## src/rtl/softusb_pkg.sv

```systemverilog
// rtl/softusb_pkg.sv - shared state, mode and CRC constants for the softusb transmit path
//
// Purpose: state encoding, crc_mode codes, CRC5/CRC16 presets, polynomials and
// receiver residuals, plus the serial CRC update helpers used by the LFSR.
// Ports: none (package).
package softusb_pkg;

  typedef enum logic [2:0] {
    S_IDLE    = 3'd0,
    S_PID     = 3'd1,
    S_PAYLOAD = 3'd2,
    S_CRC     = 3'd3,
    S_FIN     = 3'd4
  } tx_state_e;

  localparam logic [1:0] MODE_NONE  = 2'b00;
  localparam logic [1:0] MODE_CRC5  = 2'b01;
  localparam logic [1:0] MODE_CRC16 = 2'b10;

  localparam logic [4:0]  CRC5_PRESET    = 5'h1F;
  localparam logic [4:0]  CRC5_POLY      = 5'h05;
  localparam logic [4:0]  CRC5_RESIDUAL  = 5'b01100;
  localparam logic [15:0] CRC16_PRESET   = 16'hFFFF;
  localparam logic [15:0] CRC16_POLY     = 16'h8005;
  localparam logic [15:0] CRC16_RESIDUAL = 16'h800D;

  // Feedback enters bit 0; the register moves toward the MSB.
  function automatic logic [4:0] crc5_next(input logic [4:0] crc, input logic din);
    crc5_next = {crc[3:0], 1'b0} ^ ((crc[4] ^ din) ? CRC5_POLY : 5'h00);
  endfunction

  function automatic logic [15:0] crc16_next(input logic [15:0] crc, input logic din);
    crc16_next = {crc[14:0], 1'b0} ^ ((crc[15] ^ din) ? CRC16_POLY : 16'h0000);
  endfunction

endpackage

```

## src/rtl/softusb_txcrc_lfsr.sv

```systemverilog
// rtl/softusb_txcrc_lfsr.sv - serial CRC5/CRC16 update and shift-out register
//
// Purpose: holds the running CRC of the payload and, once the payload is done,
// shifts it out MSB first in complemented form.
// Ports:
//   clk_i    - clock
//   rst_i    - synchronous active-high reset
//   sel16_i  - 1 selects CRC16, 0 selects CRC5
//   preset_i - load all-ones into both registers
//   update_i - fold din_i into the selected CRC
//   din_i    - payload bit
//   shift_i  - advance the selected register one bit toward the MSB, 1 fill
//   out_o    - complemented MSB of the selected register (next CRC bit on wire)
// Configuration: SOFTUSB_TXCRC_CRC5_EN builds the CRC5 register; without it
// only CRC16 exists.
module softusb_txcrc_lfsr
  import softusb_pkg::*;
(
  input  logic clk_i,
  input  logic rst_i,
  input  logic sel16_i,
  input  logic preset_i,
  input  logic update_i,
  input  logic din_i,
  input  logic shift_i,
  output logic out_o
);

  logic [15:0] crc16_q;
  logic [15:0] crc16_d;

  always_comb begin
    crc16_d = crc16_q;
    if (preset_i) begin
      crc16_d = CRC16_PRESET;
    end else if (sel16_i && update_i) begin
      crc16_d = crc16_next(crc16_q, din_i);
    end else if (sel16_i && shift_i) begin
      crc16_d = {crc16_q[14:0], 1'b1};
    end
  end

  always_ff @(posedge clk_i) begin
    if (rst_i) begin
      crc16_q <= CRC16_PRESET;
    end else begin
      crc16_q <= crc16_d;
    end
  end

`ifdef SOFTUSB_TXCRC_CRC5_EN
  logic [4:0] crc5_q;
  logic [4:0] crc5_d;

  always_comb begin
    crc5_d = crc5_q;
    if (preset_i) begin
      crc5_d = CRC5_PRESET;
    end else if (!sel16_i && update_i) begin
      crc5_d = crc5_next(crc5_q, din_i);
    end else if (!sel16_i && shift_i) begin
      crc5_d = {crc5_q[3:0], 1'b1};
    end
  end

  always_ff @(posedge clk_i) begin
    if (rst_i) begin
      crc5_q <= CRC5_PRESET;
    end else begin
      crc5_q <= crc5_d;
    end
  end

  assign out_o = sel16_i ? ~crc16_q[15] : ~crc5_q[4];
`else
  assign out_o = ~crc16_q[15];
`endif

endmodule

```

## src/rtl/softusb_txcrc.sv

```systemverilog
// rtl/softusb_txcrc.sv - softusb transmit serializer with CRC5/CRC16 append
//
// Purpose: takes a PID byte plus payload bytes over valid/ready, shifts them out
// LSB first one bit per tx_strobe, and appends the complemented CRC.
// Ports:
//   usb_clk, usb_rst          - clock, synchronous active-high reset
//   tx_strobe                 - bit-slot enable
//   start, crc_mode           - begin packet (idle only); 00 none, 01 CRC5, 10 CRC16
//   data_in, data_valid,
//   data_last, data_ready     - byte handshake; data_last ends a CRC16 payload
//   tx_bit, tx_bit_valid      - serialized bit and its one-cycle qualifier
//   busy, done, underrun      - packet in progress / completed / aborted
// Configuration: SOFTUSB_TXCRC_CRC5_EN builds token (CRC5) mode; without it
// crc_mode 01 behaves as 00.
module softusb_txcrc
  import softusb_pkg::*;
(
  input  logic       usb_clk,
  input  logic       usb_rst,
  input  logic       tx_strobe,
  input  logic       start,
  input  logic [1:0] crc_mode,
  input  logic [7:0] data_in,
  input  logic       data_valid,
  input  logic       data_last,
  output logic       data_ready,
  output logic       tx_bit,
  output logic       tx_bit_valid,
  output logic       busy,
  output logic       done,
  output logic       underrun
);

  tx_state_e   state_q, state_d;
  logic [1:0]  mode_q, mode_d;
  logic [1:0]  acc_cnt_q, acc_cnt_d;    // bytes accepted, saturating at 3
  logic        got_last_q, got_last_d;
  logic [7:0]  hold_q, hold_d;
  logic        hold_full_q, hold_full_d;
  logic [3:0]  hold_cnt_q, hold_cnt_d;  // bits of the held byte that go on the wire
  logic        hold_pid_q, hold_pid_d;
  logic        hold_last_q, hold_last_d;
  logic [7:0]  sh_q, sh_d;
  logic [3:0]  sh_cnt_q, sh_cnt_d;
  logic        sh_pid_q, sh_pid_d;
  logic        sh_last_q, sh_last_d;
  logic [4:0]  crc_cnt_q, crc_cnt_d;
  logic        tx_bit_q, tx_bit_d;
  logic        tx_bit_valid_q, tx_bit_valid_d;
  logic        done_q, done_d;
  logic        underrun_q, underrun_d;

  logic [1:0]  start_mode;
  logic        more_exp;
  logic        accept;
  logic        in_pid;
  logic        in_last;
  logic [3:0]  in_cnt;
  logic [7:0]  eff_byte;
  logic [3:0]  eff_cnt;
  logic        eff_pid;
  logic        eff_last;
  logic        hold_take;
  logic        in_to_sh;
  logic        lfsr_preset;
  logic        lfsr_update;
  logic        lfsr_din;
  logic        lfsr_shift;
  logic        lfsr_out;

  always_comb begin
    start_mode = MODE_NONE;
    if (crc_mode == MODE_CRC16) begin
      start_mode = MODE_CRC16;
    end
`ifdef SOFTUSB_TXCRC_CRC5_EN
    else if (crc_mode == MODE_CRC5) begin
      start_mode = MODE_CRC5;
    end
`endif
  end

  // Which bytes are still owed and how the incoming one is classified.
  always_comb begin
    more_exp = (acc_cnt_q == 2'd0);
    in_pid   = (acc_cnt_q == 2'd0);
    in_last  = 1'b1;
    in_cnt   = 4'd8;
    case (mode_q)
      MODE_CRC16: begin
        more_exp = !got_last_q;
        in_last  = data_last;
      end
`ifdef SOFTUSB_TXCRC_CRC5_EN
      MODE_CRC5: begin
        // PID plus exactly two payload bytes; only 3 bits of the second go out.
        more_exp = (acc_cnt_q != 2'd3);
        in_last  = (acc_cnt_q == 2'd2);
        if (acc_cnt_q == 2'd2) begin
          in_cnt = 4'd3;
        end
      end
`endif
      default: begin
      end
    endcase
  end

  assign data_ready = !hold_full_q && more_exp &&
                      ((state_q == S_PID) || (state_q == S_PAYLOAD));
  assign accept     = data_valid && data_ready;

  // Effective shifter: an empty shifter is refilled from the holding register
  // or, failing that, straight from data_in in the same cycle, so a strobe never
  // has to wait a cycle for the refill.
  always_comb begin
    eff_byte  = sh_q;
    eff_cnt   = sh_cnt_q;
    eff_pid   = sh_pid_q;
    eff_last  = sh_last_q;
    hold_take = 1'b0;
    in_to_sh  = 1'b0;
    if (sh_cnt_q == 4'd0) begin
      if (hold_full_q) begin
        eff_byte  = hold_q;
        eff_cnt   = hold_cnt_q;
        eff_pid   = hold_pid_q;
        eff_last  = hold_last_q;
        hold_take = 1'b1;
      end else if (accept) begin
        eff_byte  = data_in;
        eff_cnt   = in_cnt;
        eff_pid   = in_pid;
        eff_last  = in_last;
        in_to_sh  = 1'b1;
      end
    end
  end

  always_comb begin
    state_d        = state_q;
    mode_d         = mode_q;
    acc_cnt_d      = acc_cnt_q;
    got_last_d     = got_last_q;
    hold_d         = hold_q;
    hold_full_d    = hold_full_q;
    hold_cnt_d     = hold_cnt_q;
    hold_pid_d     = hold_pid_q;
    hold_last_d    = hold_last_q;
    sh_d           = sh_q;
    sh_cnt_d       = sh_cnt_q;
    sh_pid_d       = sh_pid_q;
    sh_last_d      = sh_last_q;
    crc_cnt_d      = crc_cnt_q;
    tx_bit_d       = tx_bit_q;
    tx_bit_valid_d = 1'b0;
    done_d         = 1'b0;
    underrun_d     = 1'b0;
    lfsr_preset    = 1'b0;
    lfsr_update    = 1'b0;
    lfsr_din       = 1'b0;
    lfsr_shift     = 1'b0;

    case (state_q)
      S_IDLE: begin
        if (start) begin
          state_d     = S_PID;
          mode_d      = start_mode;
          acc_cnt_d   = 2'd0;
          got_last_d  = 1'b0;
          hold_full_d = 1'b0;
          sh_cnt_d    = 4'd0;
          lfsr_preset = 1'b1;
        end
      end

      S_PID, S_PAYLOAD: begin
        if (accept) begin
          if (acc_cnt_q != 2'd3) begin
            acc_cnt_d = acc_cnt_q + 2'd1;
          end
          if (mode_q == MODE_CRC16 && data_last) begin
            got_last_d = 1'b1;
          end
        end
        if (hold_take) begin
          hold_full_d = 1'b0;
        end
        if (accept && !in_to_sh) begin
          hold_d      = data_in;
          hold_full_d = 1'b1;
          hold_cnt_d  = in_cnt;
          hold_pid_d  = in_pid;
          hold_last_d = in_last;
        end
        sh_d      = eff_byte;
        sh_cnt_d  = eff_cnt;
        sh_pid_d  = eff_pid;
        sh_last_d = eff_last;

        if (tx_strobe) begin
          if (eff_cnt == 4'd0) begin
            underrun_d  = 1'b1;
            state_d     = S_IDLE;
            hold_full_d = 1'b0;
            sh_cnt_d    = 4'd0;
          end else begin
            tx_bit_d       = eff_byte[0];
            tx_bit_valid_d = 1'b1;
            lfsr_update    = !eff_pid;
            lfsr_din       = eff_byte[0];
            sh_d           = {1'b0, eff_byte[7:1]};
            sh_cnt_d       = eff_cnt - 4'd1;
            if (eff_cnt == 4'd1) begin
              if (eff_last) begin
                if (mode_q == MODE_NONE) begin
                  state_d = S_FIN;
                end else begin
                  state_d   = S_CRC;
                  crc_cnt_d = (mode_q == MODE_CRC16) ? 5'd16 : 5'd5;
                end
              end else if (eff_pid) begin
                state_d = S_PAYLOAD;
              end
            end
          end
        end
      end

      S_CRC: begin
        if (tx_strobe) begin
          tx_bit_d       = lfsr_out;
          tx_bit_valid_d = 1'b1;
          lfsr_shift     = 1'b1;
          crc_cnt_d      = crc_cnt_q - 5'd1;
          if (crc_cnt_q == 5'd1) begin
            state_d = S_FIN;
          end
        end
      end

      S_FIN: begin
        done_d  = 1'b1;
        state_d = S_IDLE;
      end

      default: begin
        state_d = S_IDLE;
      end
    endcase
  end

  always_ff @(posedge usb_clk) begin
    if (usb_rst) begin
      state_q        <= S_IDLE;
      mode_q         <= MODE_NONE;
      acc_cnt_q      <= 2'd0;
      got_last_q     <= 1'b0;
      hold_q         <= 8'h00;
      hold_full_q    <= 1'b0;
      hold_cnt_q     <= 4'd0;
      hold_pid_q     <= 1'b0;
      hold_last_q    <= 1'b0;
      sh_q           <= 8'h00;
      sh_cnt_q       <= 4'd0;
      sh_pid_q       <= 1'b0;
      sh_last_q      <= 1'b0;
      crc_cnt_q      <= 5'd0;
      tx_bit_q       <= 1'b0;
      tx_bit_valid_q <= 1'b0;
      done_q         <= 1'b0;
      underrun_q     <= 1'b0;
    end else begin
      state_q        <= state_d;
      mode_q         <= mode_d;
      acc_cnt_q      <= acc_cnt_d;
      got_last_q     <= got_last_d;
      hold_q         <= hold_d;
      hold_full_q    <= hold_full_d;
      hold_cnt_q     <= hold_cnt_d;
      hold_pid_q     <= hold_pid_d;
      hold_last_q    <= hold_last_d;
      sh_q           <= sh_d;
      sh_cnt_q       <= sh_cnt_d;
      sh_pid_q       <= sh_pid_d;
      sh_last_q      <= sh_last_d;
      crc_cnt_q      <= crc_cnt_d;
      tx_bit_q       <= tx_bit_d;
      tx_bit_valid_q <= tx_bit_valid_d;
      done_q         <= done_d;
      underrun_q     <= underrun_d;
    end
  end

  softusb_txcrc_lfsr u_lfsr (
    .clk_i    (usb_clk),
    .rst_i    (usb_rst),
    .sel16_i  (mode_q == MODE_CRC16),
    .preset_i (lfsr_preset),
    .update_i (lfsr_update),
    .din_i    (lfsr_din),
    .shift_i  (lfsr_shift),
    .out_o    (lfsr_out)
  );

  assign tx_bit       = tx_bit_q;
  assign tx_bit_valid = tx_bit_valid_q;
  assign busy         = (state_q != S_IDLE);
  assign done         = done_q;
  assign underrun     = underrun_q;

endmodule
```

## config.mk

```make
export PLATFORM = sky130hd
export DESIGN_NAME = softusb_txcrc
export DESIGN_NICKNAME = d
export VERILOG_FILES = /design/src/rtl/softusb_pkg.sv /design/src/rtl/softusb_txcrc_lfsr.sv /design/src/rtl/softusb_txcrc.sv
export SDC_FILE = /design/constraint.sdc
export NUM_CORES = 1
export LEC_CHECK = 0
export ABC_AREA = 1
export CAP_MARGIN = 20
export CORE_ASPECT_RATIO = 1.1
export CORE_MARGIN = 8
export CORE_UTILIZATION = 62
export CTS_CLUSTER_DIAMETER = 30
export DETAILED_ROUTE_END_ITERATION = 8
export PLACE_DENSITY = 0.83
export SYNTH_ARGS = -nofsm -noshare
export SYNTH_HDL_FRONTEND = slang
export SYNTH_SLANG_ARGS = --single-unit
```

## constraint.sdc

```tcl
create_clock -name usb_clk -period 3.4 [get_ports usb_clk]
set_clock_uncertainty 0.05 [all_clocks]
set_input_delay 0.68 -clock usb_clk [delete_from_list [all_inputs] [get_ports usb_clk]]
set_output_delay 0.68 -clock usb_clk [all_outputs]
set_load 0.05 [all_outputs]
```

==> results.md, run 1 <==
* sky130_fd_sc_hd__dfxtp_1 40%, sky130_fd_sc_hd__nand2_1 14%, sky130_fd_sc_hd__a21oi_1 7.3% — main area contributors after synthesis
* 4590 um^2 — Placeable Area
* output port — crit end category
* 858 nW/um^2 — pwr/cell area
* 2920 ps — post-layout minimum cycle time
* 5.54 — detailed-route vias per instance
* 40 — distinct cell type count after synthesis
* 2190 ps — arrival time of the worst setup path
* 19.4% — global-route usage over all layers
* 0 — total count of hold-check failures in the final report
* 39.6% — post-synthesis sequential area ratio
* 0 — setup fix buffers added after clock tree synthesis
* 44.2% — switching portion of total power
* 7180 um^2 — die area
* 2930 um^2 — combined area of all synthesized cells
* 31 — maximum number of pins on one net before global-route repair
* 0 ps — Setup Total Neg Slack
* 2 — maximum number of buffers from clock root to sink
* 0 — antenna-violating nets left
* sky130_fd_sc_hd__dfxtp_1 — dominant synthesized flop cell
* 0 — post-cts sizing count
* 0 — grt ovf
* 0 — warnings from Yosys
* false — setup repair after global routing missed its margin
* 0.846 — Routability Congestion
* 0 — Max-cap violations
* 39.6% — fraction of synthesized cell area taken by the top area cell type
* 532 uV — largest voltage drop on the vdd net
* 81.6 um — Die Span X
* yes — CTS tree
* sky130_fd_sc_hd__clkdlybuf4s50_1 — slowest CP cell
* 0 — DRC violations left
* flop to output port — critical setup path kind
* 860 ps — delay contributed by the slowest stage of the critical path
* 1160 um^2 — flip-flop and latch area
* 108 x sky130_fd_sc_hd__nand2_1, 58 x sky130_fd_sc_hd__dfxtp_1, 47 x sky130_fd_sc_hd__inv_1 — synth cell count leaders
* flop to flop — kind of path behind the tightest hold check
* 26 — number of core rows
* 340 ps — clock latency on the worst-skew pair
* 0 — Post-synth EDFFs
* complete, no violations — outcome
* 0 — max-slew violations
* sky130_fd_sc_hd__dfxtp_1 — Yosys top cell by area
* 6.89 um^2 — synthesized area divided by synthesized cell count
* 2809 — routed vias
* 22 — Top Ports
* 1610 uW — internal power
* 2670 ps — data required time at the worst endpoint
* 3 — H-tree levels
* 10900 um — global-route wire length before repair
* 425 — number of cells produced by synthesis
* 138 — initial DRC count
* 63.9% — effective utilization at floorplan
* sky130_fd_sc_hd__nand2_1 — most frequently used cell type in the post-synthesis netlist
* 0% — Synth async-reset ratio
* flop — kind of launch point of the worst setup path
* 1470 um^2 — multi-input logic area
* 58 — # clock sinks
* 466 — number of nets in the layout
* 3 — crit-path max FO
* 3360 um^2 — final instance area
* 73.2% — utilization after layout
* 9.98% — layout cells sized above 1
* 664 ps — slew at the pin closest to its max-slew limit
* 12.9 um — average routed wire per standard cell
* 85.8% — ratio of final minimum period to clock period
* 1270 uW — Switching Power
* 0.343 GHz — max frequency
* 9 — TritonCTS Buffers
* 55.6% — Relative slew margins
* 21 — count of input and output buffers
* 2 — number of buffers and inverters on the critical path
* 5 — detailed-router iteration count before antenna repair
* 370 — fill cell total of the finished layout
* 88.1 um — die span in y
* inv_1, ha_1, nor2_1, nor3_1, clkdlybuf4s50_1 — CP cell instances
* sky130_fd_sc_hd__clkbuf_8 — clock root buffer master
* 0 — initial antenna violation count
* 0 — Final setup violation count
* 445 — synthesized net count
* 60 ps — clock transition at the registers of the reported paths
* buffers and inverters — Worst path top cell family by delay
* 3160 um^2 — standard cell area after detailed placement
* 6540 um — wire length after detailed routing
* 4450 um — HPWL after DPL
* 29.7% — sequential share of power
* 14.5% — post-synthesis to final-layout area growth
* 0 — Antenna Diode Count
* 2581 — via count of the first global-routing pass
* 0.00156 uW — leakage power total
* 22.1% — share of total power in the clock network
* 0 — Post-CTS Hold Fix Bufs
* 58 — synthesis-stage register bit count
* 48.1% — portion of total power attributed to combinational logic
## path summary, 6_finish.rpt
kind              cells past startpoint  slack (ps)                              end                           start
setup / recovery                      5         480                       data_ready       acc_cnt_q[0]$_SDFFE_PP0P_
hold / removal                        2         410   u_lfsr.crc16_q[8]$_SDFFE_PP1P_  u_lfsr.crc16_q[8]$_SDFFE_PP1P_
setup reg to reg                     12         990  u_lfsr.crc16_q[15]$_SDFFE_PP1P_       acc_cnt_q[0]$_SDFFE_PP0P_
hold reg to reg                       2         410   u_lfsr.crc16_q[8]$_SDFFE_PP1P_  u_lfsr.crc16_q[8]$_SDFFE_PP1P_
## worst min-delay path: stages (launching register included)
cell,delay (ps)
sky130_fd_sc_hd__dfxtp_1,310
sky130_fd_sc_hd__inv_1,50
sky130_fd_sc_hd__o21ai_1,60
## metrics by stage
stage / worst slack, ps / hold slack [ps] / instances / power [uW]
6_report: 484 / 407 / 507 / 2880
5_1_grt: 356 / 427 / 507 / 3090
2_1_floorplan: 578 / 380 / 425 / 1950
3_3_place_gp: 772 / 390 / 491 / 2210
3_5_place_dp: 723 / 394 / 491 / 2230
4_1_cts: 499 / 408 / 507 / 2870
## state kept, by name, indices dropped and copies added (netlist names), 2 cells and up
name	cells
u_lfsr.crc16_q	16
hold_q	8
sh_q	8
crc_cnt_q	5
sh_cnt_q	4
state_q	3
acc_cnt_q	2
## per-layer routing
metal,wire (um),track usage (%),vias to the layer above
met5,0,0,-
met4,144,8.46,0
met3,415,6.47,23
met2,3100,32.4,101
met1,2880,21.6,1267
li1,-,-,1418
## layout make-up
type | count | share of cell area (%)
clock inverter | 2 | 1.04
sequential | 58 | 34.6
tap | 56 | 2.09
multi-input combinational | 295 | 43.9
inverter | 57 | 6.38
clock buffer | 14 | 4.85
timing repair buffer | 25 | 7.16
## placed cells by master (no fill, tap or decap), types with 2 or more instances in the layout
| cell | count |
|---|---|
| sky130_fd_sc_hd__clkdlybuf4s50_1 | 21 |
| sky130_fd_sc_hd__inv_2 | 9 |
| sky130_fd_sc_hd__nor3_1 | 4 |
| sky130_fd_sc_hd__clkbuf_8 | 11 |
| sky130_fd_sc_hd__nand3_4 | 2 |
| sky130_fd_sc_hd__a21oi_1 | 43 |
| sky130_fd_sc_hd__clkbuf_1 | 3 |
| sky130_fd_sc_hd__inv_1 | 47 |
| sky130_fd_sc_hd__dfxtp_1 | 58 |
| sky130_fd_sc_hd__nand4_1 | 3 |
| sky130_fd_sc_hd__buf_4 | 4 |
| sky130_fd_sc_hd__o21ai_0 | 23 |
| sky130_fd_sc_hd__nand3_1 | 19 |
| sky130_fd_sc_hd__a31oi_1 | 2 |
| sky130_fd_sc_hd__nand2_2 | 3 |
| sky130_fd_sc_hd__nand2_1 | 108 |
| sky130_fd_sc_hd__nor2_1 | 34 |
| sky130_fd_sc_hd__o21ai_2 | 2 |
| sky130_fd_sc_hd__o21ai_1 | 20 |
| sky130_fd_sc_hd__nor2_2 | 4 |
| sky130_fd_sc_hd__ha_1 | 4 |
| sky130_fd_sc_hd__nand2_4 | 2 |
| sky130_fd_sc_hd__xor2_1 | 2 |
| sky130_fd_sc_hd__nor4_1 | 2 |
| sky130_fd_sc_hd__nor2_4 | 3 |
## cells by family after synthesis
| kind of cell | count (synthesis) | share of synthesized area [%] |
|---|---|---|
| adders and majority gates | 4 | 1.71 |
| AOI/OAI and AO/OA | 100 | 19.0 |
| buffers and inverters | 72 | 10.1 |
| xor gates and xnor gates | 3 | 0.897 |
| DFF | 58 | 39.6 |
| and+or+nand+nor | 188 | 28.7 |
## power by group through the flow
stage                     clock network [uW]  logic [uW]  registers (uW)
after floorplan                            0        1070             882
after CTS                                643        1370             854
final                                    637        1390             856
after detailed placement                   0        1360             868
after global routing                     679        1550             867
after global placement                     0        1340             863
Note: power is estimated with default switching activity, not from simulation.
==> run 2: changes to the inputs <==
--- a/config.mk
+++ b/config.mk
@@ -7,7 +7,7 @@
 export LEC_CHECK = 0
 export ABC_AREA = 1
 export CAP_MARGIN = 20
-export CORE_ASPECT_RATIO = 1.1
+export CORE_ASPECT_RATIO = 1.2
 export CORE_MARGIN = 8
 export CORE_UTILIZATION = 62
 export CTS_CLUSTER_DIAMETER = 30
==> results.md, run 2 (synthesis results as in run 1) <==
* 70 ps — clock transition at the registers of the reported paths
* u_lfsr.crc16_q — register with the most flip-flops
* sky130_fd_sc_hd__clkbuf_8 — clock root buffer master
* 4500 um — HPWL after DPL
* flop — kind of launch point of the worst setup path
* 21 — count of input and output buffers
* 0 — initial antenna violation count
* 4 — detailed-router iteration count before antenna repair
* u_lfsr.crc16_q (16), hold_q (8), sh_q (8) — leading registers by flop count
* 0 — antenna-violating nets left
* inv_2, nand2_1, nor3_1, clkdlybuf4s50_1 — CP cell instances
* u_lfsr.crc16_q[15]$_SDFFE_PP1P_ — Critical R2R Capture
* 108 x sky130_fd_sc_hd__nand2_1, 58 x sky130_fd_sc_hd__dfxtp_1, 47 x sky130_fd_sc_hd__inv_1 — most used cells in the layout excluding fill and tap cells
* 31 — maximum number of pins on one net before global-route repair
* 2776 — routed vias
* 78.8 um — Die Span X
* 0 — Final setup violation count
* 2 — maximum number of buffers from clock root to sink
* hold_full_q$_SDFFE_PP0P_ — critical register-to-register path startpoint
* 930 ps — slack of the worst reg-to-reg path
* yes — CTS tree
* 9 — TritonCTS Buffers
* 64.3% — effective utilization at floorplan
* 850 ps — delay contributed by the slowest stage of the critical path
* sky130_fd_sc_hd__clkdlybuf4s50_1 — slowest CP cell
* 350 ps — clock latency on the worst-skew pair
* 0.857 — Routability Congestion
* flop to output port — critical setup path kind
* 4560 um^2 — Placeable Area
* 5.46 — detailed-route vias per instance
* 0 — Max-cap violations
* 2670 ps — data required time at the worst endpoint
* 0 — grt ovf
* complete, no violations — outcome
* 0.00157 uW — leakage power total
* 3 — H-tree levels
* 201 — initial DRC count
* 465 — number of nets in the layout
* flop to flop — kind of path behind the tightest hold check
* 0 — Antenna Diode Count
* 55.9% — Relative slew margins
* 1470 um^2 — multi-input logic area
* 0 — max-slew violations
* 6590 um — wire length after detailed routing
* 0 — post-cts sizing count
* 659 ps — slew at the pin closest to its max-slew limit
* got_last_q$_SDFFE_PP0P_ — endpoint with the worst hold slack
* 16 — max reg flops
* 889 nW/um^2 — pwr/cell area
* sky130_fd_sc_hd__nand2_1 — commonest non-fill, non-tap cell in the layout
* 1160 um^2 — flip-flop and latch area
* got_last_q$_SDFFE_PP0P_ — start point of the worst min-delay path
* 10.4% — layout cells sized above 1
* 88.5% — ratio of final minimum period to clock period
* 0.332 GHz — max frequency
* 22 — Top Ports
* 2280 ps — arrival time of the worst setup path
* 58 — # clock sinks
* 13 — crit-path max FO
* 0 ps — Setup Total Neg Slack
* 2635 — via count of the first global-routing pass
* 13 — FF-to-FF path depth
* 0 — total count of hold-check failures in the final report
* 3010 ps — post-layout minimum cycle time
* 91.3 um — die span in y
* 15.8% — post-synthesis to final-layout area growth
* 372 — fill cell total of the finished layout
* 7190 um^2 — die area
* 19.2% — global-route usage over all layers
* false — setup repair after global routing missed its margin
* 13.0 um — average routed wire per standard cell
* 11400 um — global-route wire length before repair
* 2 — hold depth
* 27 — number of core rows
* 0 — Post-CTS Hold Fix Bufs
* output port — crit end category
* 0 — setup fix buffers added after clock tree synthesis
* 0 — DRC violations left
* 568 uV — largest voltage drop on the vdd net
* 3020 uW — post-layout power
-- run 2: through the flow --
stage / util, % / hold WS [ps] / cell area, um^2 / instances / setup WS [ps]
after floorplan: - / 380 / 2930 / 425 / 578
after global placement: 69.1 / 387 / 3150 / 492 / 773
after detailed placement: 69.1 / 398 / 3150 / 492 / 713
after CTS: 74.4 / 406 / 3390 / 508 / 403
after global routing: 74.4 / 428 / 3390 / 508 / 318
final: 74.4 / 407 / 3390 / 508 / 392
-- run 2: worst max path at each step --
| stage | start | to | slack, ps | depth (start not counted) |
|---|---|---|---|---|
| final | hold_full_q$_SDFFE_PP0P_ | data_ready | 390 | 4 |
| after floorplan | state_q[1]$_SDFFE_PP0P_ | data_ready | 580 | 7 |
| after detailed placement | data_valid | u_lfsr.crc16_q[15]$_SDFFE_PP1P_ | 710 | 11 |
| after CTS | hold_full_q$_SDFFE_PP0P_ | data_ready | 400 | 4 |
| after global placement | data_valid | u_lfsr.crc16_q[15]$_SDFFE_PP1P_ | 770 | 11 |
| after global routing | hold_full_q$_SDFFE_PP0P_ | data_ready | 320 | 4 |
-- run 2: cell type report --
type | instances | share of cell area [%]
Tap cell | 58 | 2.14
Timing Repair Buffer | 24 | 6.86
Inverter | 57 | 6.31
Sequential cell | 58 | 34.2
Clock buffer | 9 | 3.65
Clock inverter | 7 | 3.43
Multi-Input combinational cell | 295 | 43.4
-- run 2: worst max-delay path, delay by kind of cell (launching register included) --
family / cells / cell delay [ps]
buffers and inverters: 2 / 1120
flip-flops: 1 / 420
AND/OR/NAND/NOR: 2 / 400
-- run 2: where the power goes --
group          internal (uW)  switching, uW  total [uW]
Clock                    486            292         778
Combinational            440            940        1380
Sequential               789           70.9         860
Total                   1710           1300        3020
-- run 2: per-layer routing --
metal	GRT usage (%)	up-vias	part of all wire, %	routed length, um
met4	9.75	0	2.8	187
li1	-	1423	-	-
met5	0	-	0	0
met3	4.64	18	5.1	336
met1	22.5	1258	45	2940
met2	31.6	77	48	3130
==> run 3: changes to the inputs <==
--- a/config.mk
+++ b/config.mk
@@ -6,7 +6,7 @@
 export NUM_CORES = 1
 export LEC_CHECK = 0
 export ABC_AREA = 1
-export CAP_MARGIN = 20
+export ABC_CLOCK_PERIOD_IN_PS = 3400
 export CORE_ASPECT_RATIO = 1.2
 export CORE_MARGIN = 8
 export CORE_UTILIZATION = 62
==> results of run 3 <==
The final DEF is identical to that of run 2; final timing and power are the same.
